### config.mk
export PLATFORM = sky130hd
export DESIGN_NAME = fp16_add_seq
export DESIGN_NICKNAME = d
export VERILOG_FILES = /design/src/rtl/fp16_add_seq.sv
export SDC_FILE = /design/constraint.sdc
export NUM_CORES = 1
export LEC_CHECK = 0
export ABC_CLOCK_PERIOD_IN_PS = 5700
export BUFFER_PORTS_ARGS = -buffer_cell sky130_fd_sc_hd__buf_2
export CAP_MARGIN = 5
export CELL_PAD_IN_SITES_DETAIL_PLACEMENT = 0
export CELL_PAD_IN_SITES_GLOBAL_PLACEMENT = 1
export CORE_UTILIZATION = 47
export CTS_BUF_LIST = sky130_fd_sc_hd__clkbuf_16
export DETAILED_ROUTE_END_ITERATION = 7
export PLACE_DENSITY = 0.8
export REMOVE_ABC_BUFFERS = 1
export SYNTH_ARGS = -nofsm -noshare
export SYNTH_HDL_FRONTEND = slang
export SYNTH_SLANG_ARGS = --single-unit
### constraint.sdc
create_clock -name clk -period 5.7 [get_ports clk]
set_input_delay 0.57 -clock clk [delete_from_list [all_inputs] [get_ports clk]]
set_output_delay 0.57 -clock clk [all_outputs]
set_load 0.05 [all_outputs]
### src/rtl/fp16_add_seq.sv
// fp16_add_seq: multi-cycle IEEE-754 half-precision adder/subtractor.
//
// One operand pair is accepted, then walked through ALIGN, CALC, NORM
// (one shift per cycle) and ROUND before the result is presented. Denormal
// operands are flushed to zero. NaN and inf - inf produce CANON_NAN.
//
// Handshakes: a transfer happens on a rising edge where valid and ready are
// both high. in_ready is high only in IDLE, so in_valid is ignored while
// busy. out_valid is held, with out_result stable, until out_ready is seen;
// out_ready is ignored while out_valid is low.
//
// Ports:
//   clk, rst            rising-edge clock, asynchronous active-high reset
//   in_valid/in_ready   operand handshake
//   in_a, in_b          operands {sign, exp[4:0], frac[9:0]}
//   in_sub              1 = A - B, 0 = A + B
//   out_valid/out_ready result handshake
//   out_result          half-precision result
//   busy                high in every state except IDLE
module fp16_add_seq #(
    parameter logic [15:0] CANON_NAN = 16'h7E00,
    parameter int          NORM_MAX  = 11
) (
    input  logic        clk,
    input  logic        rst,
    input  logic        in_valid,
    output logic        in_ready,
    input  logic [15:0] in_a,
    input  logic [15:0] in_b,
    input  logic        in_sub,
    output logic        out_valid,
    input  logic        out_ready,
    output logic [15:0] out_result,
    output logic        busy
);

    typedef enum logic [2:0] {
        S_IDLE, S_ALIGN, S_CALC, S_NORM, S_ROUND, S_DONE
    } state_t;

    state_t      state, state_nxt;
    logic [15:0] a_q, a_nxt, b_q, b_nxt, result_q, result_nxt;
    logic        sub_q, sub_nxt, sign_q, sign_nxt, op_sub_q, op_sub_nxt;
    logic [5:0]  exp_q, exp_nxt;      // one spare bit to catch overflow to 31+
    logic [10:0] large_q, large_nxt;
    logic [13:0] small_q, small_nxt;
    logic [14:0] cal_q, cal_nxt;
    logic [3:0]  cnt_q, cnt_nxt;

    // ---------------- ALIGN datapath ----------------
    logic        sa, sb, a_nan, b_nan, a_inf, b_inf, swap;
    logic [4:0]  ea, eb, l_exp, s_exp, diff;
    logic [9:0]  fa, fb, l_frac, s_frac;
    logic [13:0] s_src, small_al;
    logic [27:0] s_ext;

    assign sa    = a_q[15];
    assign sb    = b_q[15] ^ sub_q;
    assign ea    = a_q[14:10];
    assign eb    = b_q[14:10];
    // Flush-to-zero: a zero exponent discards the fraction entirely.
    assign fa    = (ea == 5'd0) ? 10'd0 : a_q[9:0];
    assign fb    = (eb == 5'd0) ? 10'd0 : b_q[9:0];
    assign a_nan = (ea == 5'h1F) && (a_q[9:0] != 10'd0);
    assign b_nan = (eb == 5'h1F) && (b_q[9:0] != 10'd0);
    assign a_inf = (ea == 5'h1F) && (a_q[9:0] == 10'd0);
    assign b_inf = (eb == 5'h1F) && (b_q[9:0] == 10'd0);
    assign swap  = {eb, fb} > {ea, fa};
    assign l_exp  = swap ? eb : ea;
    assign l_frac = swap ? fb : fa;
    assign s_exp  = swap ? ea : eb;
    assign s_frac = swap ? fa : fb;
    assign diff   = l_exp - s_exp;
    assign s_src  = {s_exp != 5'd0, s_frac, 3'b000};
    // Shift into a double-width window so the lost bits can be ORed as sticky.
    assign s_ext  = {s_src, 14'd0} >> diff;
    assign small_al = (diff >= 5'd14) ? {13'd0, |s_src}
                                      : (s_ext[27:14] | {13'd0, |s_ext[13:0]});

    // ---------------- CALC / NORM / ROUND datapath ----------------
    logic [14:0] cal_sum, cal_r, cal_l;
    logic [10:0] mant;
    logic [11:0] mant_sum;
    logic        rnd_inc;
    logic [5:0]  rnd_exp;
    logic [10:0] rnd_mant;

    assign cal_sum = op_sub_q ? ({1'b0, large_q, 3'b000} - {1'b0, small_q})
                              : ({1'b0, large_q, 3'b000} + {1'b0, small_q});
    // Right shift keeps the dropped bit alive in the sticky position.
    assign cal_r    = {1'b0, cal_q[14:1]} | {14'd0, cal_q[0]};
    assign cal_l    = {cal_q[13:0], 1'b0};
    assign mant     = cal_q[13:3];
    assign rnd_inc  = cal_q[2] & (cal_q[1] | cal_q[0] | cal_q[3]);
    assign mant_sum = {1'b0, mant} + {11'd0, rnd_inc};
    assign rnd_exp  = exp_q + {5'd0, mant_sum[11]};
    assign rnd_mant = mant_sum[11] ? 11'h400 : mant_sum[10:0];

    // ---------------- FSM: next state and datapath updates ----------------
    always_comb begin
        state_nxt  = state;
        a_nxt      = a_q;
        b_nxt      = b_q;
        sub_nxt    = sub_q;
        sign_nxt   = sign_q;
        op_sub_nxt = op_sub_q;
        exp_nxt    = exp_q;
        large_nxt  = large_q;
        small_nxt  = small_q;
        cal_nxt    = cal_q;
        cnt_nxt    = cnt_q;
        result_nxt = result_q;
        case (state)
            S_IDLE: begin
                if (in_valid) begin
                    a_nxt     = in_a;
                    b_nxt     = in_b;
                    sub_nxt   = in_sub;
                    state_nxt = S_ALIGN;
                end
            end
            S_ALIGN: begin
                if (a_nan || b_nan || (a_inf && b_inf && (sa != sb))) begin
                    result_nxt = CANON_NAN;
                    state_nxt  = S_DONE;
                end else if (a_inf) begin
                    result_nxt = {sa, 5'h1F, 10'd0};
                    state_nxt  = S_DONE;
                end else if (b_inf) begin
                    result_nxt = {sb, 5'h1F, 10'd0};
                    state_nxt  = S_DONE;
                end else begin
                    sign_nxt   = swap ? sb : sa;
                    op_sub_nxt = (sa != sb);
                    exp_nxt    = {1'b0, l_exp};
                    large_nxt  = {l_exp != 5'd0, l_frac};
                    small_nxt  = small_al;
                    state_nxt  = S_CALC;
                end
            end
            S_CALC: begin
                cnt_nxt = 4'd0;
                if (cal_sum == 15'd0) begin
                    // Exact cancellation gives +0; only -0 + -0 stays negative.
                    result_nxt = (!op_sub_q && sign_q) ? 16'h8000 : 16'h0000;
                    state_nxt  = S_DONE;
                end else begin
                    cal_nxt   = cal_sum;
                    state_nxt = S_NORM;
                end
            end
            S_NORM: begin
                if (cal_q[14]) begin
                    cal_nxt   = cal_r;
                    exp_nxt   = exp_q + 6'd1;
                    state_nxt = S_ROUND;
                end else if (cal_q[13]) begin
                    state_nxt = S_ROUND;
                end else begin
                    cal_nxt = cal_l;
                    exp_nxt = exp_q - 6'd1;
                    cnt_nxt = cnt_q + 4'd1;
                    if (exp_q == 6'd1) begin
                        // Would go denormal: flush to signed zero.
                        result_nxt = {sign_q, 15'd0};
                        state_nxt  = S_DONE;
                    end else if (cal_q[12]) begin
                        // This shift normalises; move on without a check cycle.
                        state_nxt = S_ROUND;
                    end else if (int'(cnt_q) + 1 >= NORM_MAX) begin
                        result_nxt = {sign_q, 15'd0};
                        state_nxt  = S_DONE;
                    end
                end
            end
            S_ROUND: begin
                if (rnd_exp >= 6'd31) result_nxt = {sign_q, 5'h1F, 10'd0};
                else                  result_nxt = {sign_q, rnd_exp[4:0], rnd_mant[9:0]};
                state_nxt = S_DONE;
            end
            S_DONE: begin
                if (out_ready) state_nxt = S_IDLE;
            end
            default: state_nxt = S_IDLE;
        endcase
    end

    always_ff @(posedge clk or posedge rst) begin
        if (rst) begin
            state    <= S_IDLE;
            a_q      <= 16'd0;
            b_q      <= 16'd0;
            sub_q    <= 1'b0;
            sign_q   <= 1'b0;
            op_sub_q <= 1'b0;
            exp_q    <= 6'd0;
            large_q  <= 11'd0;
            small_q  <= 14'd0;
            cal_q    <= 15'd0;
            cnt_q    <= 4'd0;
            result_q <= 16'd0;
        end else begin
            state    <= state_nxt;
            a_q      <= a_nxt;
            b_q      <= b_nxt;
            sub_q    <= sub_nxt;
            sign_q   <= sign_nxt;
            op_sub_q <= op_sub_nxt;
            exp_q    <= exp_nxt;
            large_q  <= large_nxt;
            small_q  <= small_nxt;
            cal_q    <= cal_nxt;
            cnt_q    <= cnt_nxt;
            result_q <= result_nxt;
        end
    end

    assign in_ready   = (state == S_IDLE);
    assign busy       = (state != S_IDLE);
    assign out_valid  = (state == S_DONE);
    assign out_result = result_q;

endmodule

# --- Word level (Yosys, flattened, before mapping) ---
# Cells that the tools add are included.
classes:
  multipliers: 0
  n_addsub: 9
  n_bitwise: 9
  reduce_logical: 34
  n_div: 0
  magnitude_cmp: 4
  n_shift: 1
  muxes: 47
  eq_ne: 23
ops:
  columns: ["op", "count"]
  rows:
  - ["16-bit 2-to-1 mux", 10]
  - ["16-bit case mux with 4 select lines", 1]
  - ["10-bit 2-to-1 mux", 5]
  - ["15-bit 2-to-1 mux", 3]
  - ["14-bit 2-to-1 mux", 3]
  - ["3-bit 2-to-1 mux", 11]
  - ["6-bit 2-to-1 mux", 5]
  - ["15-bit case mux with 2 select lines", 1]
  - ["14-bit by 1-bit bitwise OR with 14-bit output", 2]
  - ["28-bit by 5-bit right shift with 28-bit output", 1]
  - ["10-bit zero test", 2]
  - ["10-bit nonzero test", 2]
  - ["3-bit case mux with 6 select lines", 1]
  - ["2-bit inequality test (second input constant)", 8]
  - ["14-bit by 14-bit adder with 15-bit output", 1]
  - ["15-bit greater-than comparator", 1]
  - ["15-bit zero test", 1]
  - ["14-bit by 14-bit subtractor with 15-bit output", 1]
  - ["14-bit OR reduction", 1]
  - ["11-bit by 1-bit adder with 12-bit output", 1]
  - ["6-bit case mux with 2 select lines", 1]
  - ["11-bit OR reduction", 1]
  - ["5-bit equality test (second input constant)", 2]
  - ["5-bit by 4-bit greater-or-equal comparator with 1-bit output (second input constant)", 2]
  - ["38 further kinds", 60]
word_totals:
  rom_bits: 0
  memories: 0
  ram_bits: 0
  input_bits: 37
  regBits: 104
  word_cells: 140
  out_inout_bits: 19
  latchBits: 0

# --- Longest topological paths before layout ---
# Gate-level depths: netlist of run 1.
depth:
  ltp_word: 9
  mapped_depth: 23

# --- Worst setup path after synthesis of run 1 ---
# No wires, ideal clock.
synth_path:
  path_type: "flip-flop to flip-flop"
  start: "reg b_q[10]"
  end: "reg small_q[0]"
  t_arrival_ps: 4656
  setup_ps: 132
  path_stages_with_launch: 21
  slack_ps: 912
  synth_period_minus_slack_ps: 4788
  n_path_buf: 3
  cell_sequence: "dfrtp_1 -> or4_4 -> or2_0 -> buf_2 -> nand2_1 -> inv_1 -> ha_1 -> o21ai_0 -> a21oi_1 -> a21oi_4 -> a2bb2oi_2 -> nand2_2 -> mux2_1 -> inv_1 -> ha_1 -> clkbuf_1 -> clkbuf_1 -> mux4_2 -> mux2_2 -> o41ai_2 -> a2bb2oi_1"
synth_via:
  elab_chain_cells: 9
  word_cells_on_any_way: 24
  classes_between: "add/sub (1); order compare (2); eq/ne (1); shift (1); mux (5); bitwise (3); reduce/logical (11)"
synth_lines:
  columns: ["element", "line", "source"]
  rows:
  - ["start, declared", "42", "logic [15:0] a_q, a_nxt, b_q, b_nxt, result_q, result_nxt;"]
  - ["start signal, assigned", "205", "b_q <= b_nxt;"]
  - ["5-bit zero test", "63", "assign fb = (eb == 5'd0) ? 10'd0 : b_q[9:0];"]
  - ["10-bit 2-to-1 mux", "63", null]
  - ["15-bit greater-than comparator", "68", "assign swap = {eb, fb} > {ea, fa};"]
  - ["5-bit 2-to-1 mux (on tied branches)", "69, 71", null]
  - ["5-bit subtractor or 5-bit nonzero test (tied branches)", "73, 74", null]
  - ["28-bit by 5-bit right shift with 28-bit output", "76", "assign s_ext = {s_src, 14'd0} >> diff;"]
  - ["14-bit OR reduction", "78", ": (s_ext[27:14] | {13'd0, |s_ext[13:0]});"]
  - ["14-bit by 1-bit bitwise OR with 14-bit output", "78", null]
  - ["14-bit 2-to-1 mux", "77", "assign small_al = (diff >= 5'd14) ? {13'd0, |s_src}"]
  - ["end signal, assigned", "211", "small_q <= small_nxt;"]
  - ["end, declared", "46", "logic [13:0] small_q, small_nxt;"]
# Parallel ways exist; a longest one is shown, timed or not.
# A chain may end at the register's enable or synchronous reset.

# --- Final worst setup path of run 1 ---
# Ends and elaborated chain as after synthesis.

==> summary.md, run 1 <==
| Metric | Value |
|---|---|
| Setup CP Type | reg2reg |
| Multi-input logic area | 5050 µm² |
| Fin crit period | 5.04 ns |
| Layout fillers | 1602 |
| RSZ-0062 raised after global routing | no |
| Flop2flop setup slack | ~0.66 ns |
| Pin count of the biggest net entering global routing | 58 |
| Endpoint of the worst-slack reg-to-reg timing path | small_q[0] |
| Max-cap viol count | 0 |
| Max transition margin | 0.348 |
| Routed WL | 21.7 mm |
| Worst clock skew | 0.0180 ns |
| Post-synthesis sequential area ratio | 0.321 |
| CTS hold repair buffers | 0 |
| Overall Global Routing Usage | 0.257 |
| Endpoints failing setup | 0 |
| Overflow after GRT | 0 |
| Worst hold path type | in2async |
| Die ar. | 17800 µm² |
| Layout area overhead | 9.09% |
| Rows | 47 |
| Chip width | about 130 µm |
| Worst R2R Path Depth | 20 |
| Avg Cell Area, Syn | 8.59 µm² |
| Final hold vios | 0 |
| Final Wtd Congestion | around 0.95 |
| Vias in the first global route | between 6000 and 7000 |
| Finished Layout Cells | 1199 |
| Placed Cells | ~1200 |
| Status | finished clean |
| H-tree levels | 3 |
| Number of flops mapped to enable cells by yosys | 0 |
| Worst skew pair latency | 0.37 ns |
| Total CTS buffers | 9 |
| Ant diodes | 0 |
| Reg clk slew, reported paths | about 0.08 ns |
| Clock Sinks | 104 |
| Fin. max-slew vios | 0 |
| Unique masters post-synth | just under 100 |
| CTS Buffer Depth | 2 |
| Worst-Margin Slew | 0.975 ns |
| Drt drc | 0 |
| Synthesis Warnings | 0 |
| Share of layout cells above drive strength 1 | 0.156 |
| Via count | 7162 |
| Starting density of the core | 0.485 |
| Top Ports | 56 |
| Achievable Freq | 198 MHz |
| Tcrit/Tclk final | 0.885 |
| Setup TNS | 0 ns |
| FF-to-FF Start | b_q[10] |
| First drt pass iteration count | 5 |
| Detailed router's first-iteration violation count | about 450 |
| First-pass GRT wire length | 36.3 mm |
| DIE HEIGHT | between 100 and 150 µm |
| Asr flop ratio synth | 1.00 |
| Detailed-route wire length per cell | between 15 and 20 µm |
| CP startpoint | b_q[10] |
| Worst path arrival time | 5.34 ns |
| CP Capture Type | flop |
| Primary FF master, synth | dfrtp_1 |
| Mapped Cells | 943 |
| Detail Route Antenna Nets | 0 |
| Worst endpoint required time | 6.00 ns |
| Register area | 2600 µm² |
| Startpoint types | flop |
| Via density | 5.97 |
| CORE AREA | 16700 µm² |
| Peak fanout along the critical path | 16 |
| Initial antenna violation count | 0 |
| CTS tree | yes |
| Final #Nets | 1056 |
| Post-detail-place hpwl | 16.3 mm |
| Synthesized area | 8100 µm² |
| Port bufs | 55 |
| CTS Root Cell | clkbuf_16 |
| Yosys reg bits | 104 |
-- worst max path at each step --
stage	end	slack (ns)	cells after the start
floorplan	small_q[0]	0.81	21
global placement	small_q[0]	0.62	20
detailed placement	small_q[0]	0.45	20
CTS	small_q[0]	0.46	20
global route	small_q[0]	0.21	20
finish	small_q[0]	0.66	20
-- critical path, cell delays in order (launching register included) --
cell and delay (ns):
dfrtp_1 0.44, or4_4 0.60, or2_0 0.36, nand2_1 0.12, inv_1 0.08, ha_1 0.30, o21ai_0 0.09, a21oi_1 0.25
a21oi_4 0.12, a2bb2oi_2 0.32, nand2_2 0.10, mux2_1 0.23, inv_1 0.05, ha_2 0.55, inv_1 0.20, and3_1 0.20
o32ai_1 0.47, nor4b_2 0.09, o21ai_1 0.19, o41ai_2 0.08, a2bb2oi_1 0.15
-- per-stage QoR --
stage               area [µm²]  hold slack, ns  setup slack, ns   util
floorplan                 7900           0.444            0.815      -
global placement          8540           0.470            0.621  0.511
detailed placement        8540           0.478            0.446  0.511
CTS                       8830           0.366            0.455  0.529
global route              8830           0.408            0.207  0.529
finish                    8830           0.344            0.658  0.529
-- synthesized netlist by cell type, drive strengths merged (4+ instances only) --
library cell	n	area, µm²
dfrtp	104	2600
nand2	98	370
o21ai	89	453
a21oi	68	355
inv	64	240
nor2	61	239
nand3	45	225
ha	44	551
clkbuf	37	139
mux2	32	360
xnor2	27	255
mux2i	17	170
and3	15	93.8
a31oi	13	103
nor3	13	65.1
o211ai	11	96.3
buf	10	58.8
nand4	10	62.6
xor2	10	87.6
nor4	9	62.6
o21a	9	67.6
o31ai	8	60.1
or3	8	60.1
mux4	7	158
nor2b	7	43.8
o21bai	7	52.6
a211o	6	52.6
a211oi	6	45.0
a21o	6	45.0
a22o	6	52.6
and2	6	40.0
o2111ai	6	52.6
or2	6	37.5
or4	6	48.8
o221ai	5	43.8
o311ai	5	43.8
a21boi	4	30.0
o22ai	4	25.0
o2bb2ai	4	35.0
o32ai	4	35.0
-- layer usage --
| layer | global-route usage | wire (µm) |
|---|---|---|
| met1 | 0.367 | 10700 |
| met2 | 0.400 | 9790 |
| met3 | 0.0388 | 881 |
| met4 | 0.0739 | 325 |
| met5 | 0 | 0 |
-- kinds of logic (layout without fill, tap and decap cells) --
kind of cell	Yosys count	in the layout	share of synthesized area
muxes	56	56	0.0850
adders and majority gates	48	48	0.0746
DFF	104	104	0.321
and+or+nand+nor	297	297	0.181
buffers and inverters	112	148	0.0545
xor gates and xnor gates	37	37	0.0423
AOI/OAI and AO/OA	289	289	0.241
-- placed cells by master (no fill, tap or decap), types with 9 or more instances in the layout --
cell type	instances
dfrtp_1	104
xnor2_1	26
mux2_2	31
nand4_1	10
a21oi_1	66
o21a_1	9
nor2_1	59
and3_1	15
xor2_1	10
nand2_1	97
clkbuf_16	9
o21ai_1	18
ha_1	43
inv_1	64
nor3_1	13
o21ai_0	69
buf_4	12
mux2i_1	17
o211ai_1	10
a31oi_1	11
buf_2	55
nand3_1	45
-- registers in the layout, indices dropped and copies added, names as in the netlist, 4 cells and up --
register / count
small_q: 14
b_q: 16
a_q: 16
cal_q: 15
out_result: 16
exp_q: 6
cnt_q: 4
large_q: 11
-- layout make-up --
cell class              count  share of cell area
clock buffers               9              0.0255
clock inverters             7             0.00708
inverters                  65              0.0279
multi-input cells         727               0.572
flip-flops and latches    104               0.295
well taps                 220              0.0312
repair buffers             67              0.0414
-- what timing repair did --
item	4_1_cts	5_1_grt
resized for setup	0	1
setup buffers	0	0
endpoints found under the setup margin	0	1
Power of run 1 is not shown: default switching activity piles up to over one toggle a cycle in this logic, so the estimate is an artifact.
==> run 2, diff against run 1 <==
ABC_CLOCK_PERIOD_IN_PS = 6400   (was 5700)
CORE_UTILIZATION = 51   (was 47)
PLACE_DENSITY = 0.86   (was 0.8)
clock period = 6.4 ns   (was 5.7 ns; I/O delays follow)
==> summary.md, run 2 (synthesized netlist as in run 1, its figures left out) <==
| Metric | Value |
|---|---|
| CP Capture Type | flop |
| Via density | roughly 6 |
| Delay-heaviest family, CP | simple AND/OR/NAND/NOR gates |
| Worst skew pair latency | around 0.36 ns |
| Layout fillers | 1442 |
| Post-route cell area | 8770 µm² |
| Endpoints failing setup | 0 |
| Placed inst area | approximately 8500 µm² |
| Tcrit/Tclk final | 0.873 |
| Detailed-route wire length per cell | roughly 18 µm |
| Layout area overhead | 8.38% |
| Overflow after GRT | 0 |
| Clock Sinks | ~100 |
| Share of layout cells above drive strength 1 | 0.154 |
| Ant diodes | 0 |
| First drt pass iteration count | 5 |
| Pin count of the biggest net entering global routing | 62 |
| H-tree levels | 3 |
| Post-Place Setup Slack | about 0.9 ns |
| Initial antenna violation count | 0 |
| Total CTS buffers | 9 |
| Reg clk slew, reported paths | roughly 0.070 ns |
| Slowest stage delay, CP | 0.67 ns |
| Post-detail-place hpwl | 15.7 mm |
| Final worst slack | 0.814 ns |
| Startpoint types | flop |
| Worst hold path type | in2async |
| Chip width | 128 µm |
| Endpoint of the worst-slack reg-to-reg timing path | small_q[0] |
| Fin crit period | ~5.6 ns |
| Setup TNS | 0 ns |
| Detailed router's first-iteration violation count | 539 |
| Max transition margin | 0.359 |
| CTS Buffer Depth | 2 |
| Peak fanout along the critical path | 20 |
| Status | finished clean |
| DIE HEIGHT | between 100 and 150 µm |
| Worst path cell trace | or4_4 -> or2_0 -> nand2_1 -> inv_1 -> ha_1 -> o21ai_0 -> a21oi_1 -> a21oi_4 -> a2bb2oi_2 -> nand2_2 -> mux2_1 -> inv_1 -> ha_1 -> inv_1 -> and3_1 -> o32ai_1 -> nor4b_2 -> o21ai_1 -> o41ai_2 -> a2bb2oi_1 |
| CTS hold repair buffers | 0 |
| Drt drc | 0 |
| Achievable Freq | 179 MHz |
| Top Ports | 56 |
| Die ar. | 16400 µm² |
| Fin. max-slew vios | 0 |
| Worst-Margin Slew | 0.962 ns |
| Starting density of the core | 0.527 |
| # resized after CTS | 0 |
| Max-cap viol count | 0 |
| Post CTS Setup Buffer Count | 0 |
| Detail Route Antenna Nets | 0 |
| CTS Root Cell | clkbuf_16 |
| Rows | 45 |
| Worst clock skew | 0.0152 ns |
| First-pass GRT wire length | about 35 mm |
| CORE AREA | approximately 15000 µm² |
| Leading cell type in the layout, fill and taps excluded | dfrtp_1 |
| Crit path top cell by count | inv_1 |
| Overall Global Routing Usage | 0.269 |
| Most frequent cells in the layout | dfrtp_1, nand2_1, o21ai_0 |
| RSZ-0062 raised after global routing | no |
| Worst path arrival time | 5.86 ns |
| Final Wtd Congestion | 0.912 |
| Via count | 7128 |
| Final #Nets | 1053 |
| Core Util, Final | 0.571 |
| Setup CP Type | reg2reg |
| FF-to-FF Start | b_q[10] |
| Worst R2R Path Depth | 20 |
| CTS tree | yes |
| Port bufs | 55 |
| Routed WL | roughly 21 mm |
| Worst endpoint required time | roughly 6.7 ns |
| Flop2flop setup slack | 0.81 ns |
| Final hold vios | 0 |
| Critical Path Slowest Stage Cell | ha_1 |
| CP Buf/Inv Count | 3 |
| Vias in the first global route | 6675 |
## run 2: cell types whose count changed in the layout (fill, tap and decap cells not counted)
cell / previous run / this run
clkinvlp_4: 0 / 1
clkinv_1: 4 / 2
ha_1: 43 / 44
inv_6: 1 / 0
clkinv_4: 1 / 2
ha_2: 1 / 0
inv_1: 64 / 65
buf_4: 12 / 9
clkinv_2: 0 / 1
bufinv_16: 1 / 0
## run 2: layout make-up
cell class	instances	area (µm²)	share of cell area
multi-input combinational	727	5050	0.576
sequential	104	2600	0.297
clock buffer	9	225	0.0257
inverter	65	246	0.0281
timing repair buffer	64	343	0.0391
clock inverter	7	41.3	0.00471
tap	211	264	0.0301
## run 2: metrics by stage
stage / hold slack (ns) / instances
floorplan: 0.444 / 896
global placement: 0.460 / 1171
detailed placement: 0.477 / 1171
CTS: 0.345 / 1187
global route: 0.377 / 1187
finish: 0.325 / 1187
## run 2: how the worst max path moves through the flow
| stage | from | to | slack, ns | cells past startpoint |
|---|---|---|---|---|
| final | b_q[10] | small_q[0] | 0.81 | 20 |
| after global routing | b_q[10] | small_q[0] | 0.40 | 20 |
| after CTS | b_q[10] | small_q[0] | 0.86 | 20 |
| after detailed placement | b_q[10] | small_q[0] | 0.89 | 20 |
| after global placement | b_q[10] | small_q[0] | 1.04 | 20 |
| after floorplan | b_q[10] | small_q[0] | 1.51 | 21 |
## run 2: layer usage
metal / share of wire / GRT usage
met5: 0 / 0
met4: 0.018 / 0.0754
met3: 0.055 / 0.0467
met2: 0.44 / 0.406
met1: 0.48 / 0.396
Power of run 2 is left out for the same reason.
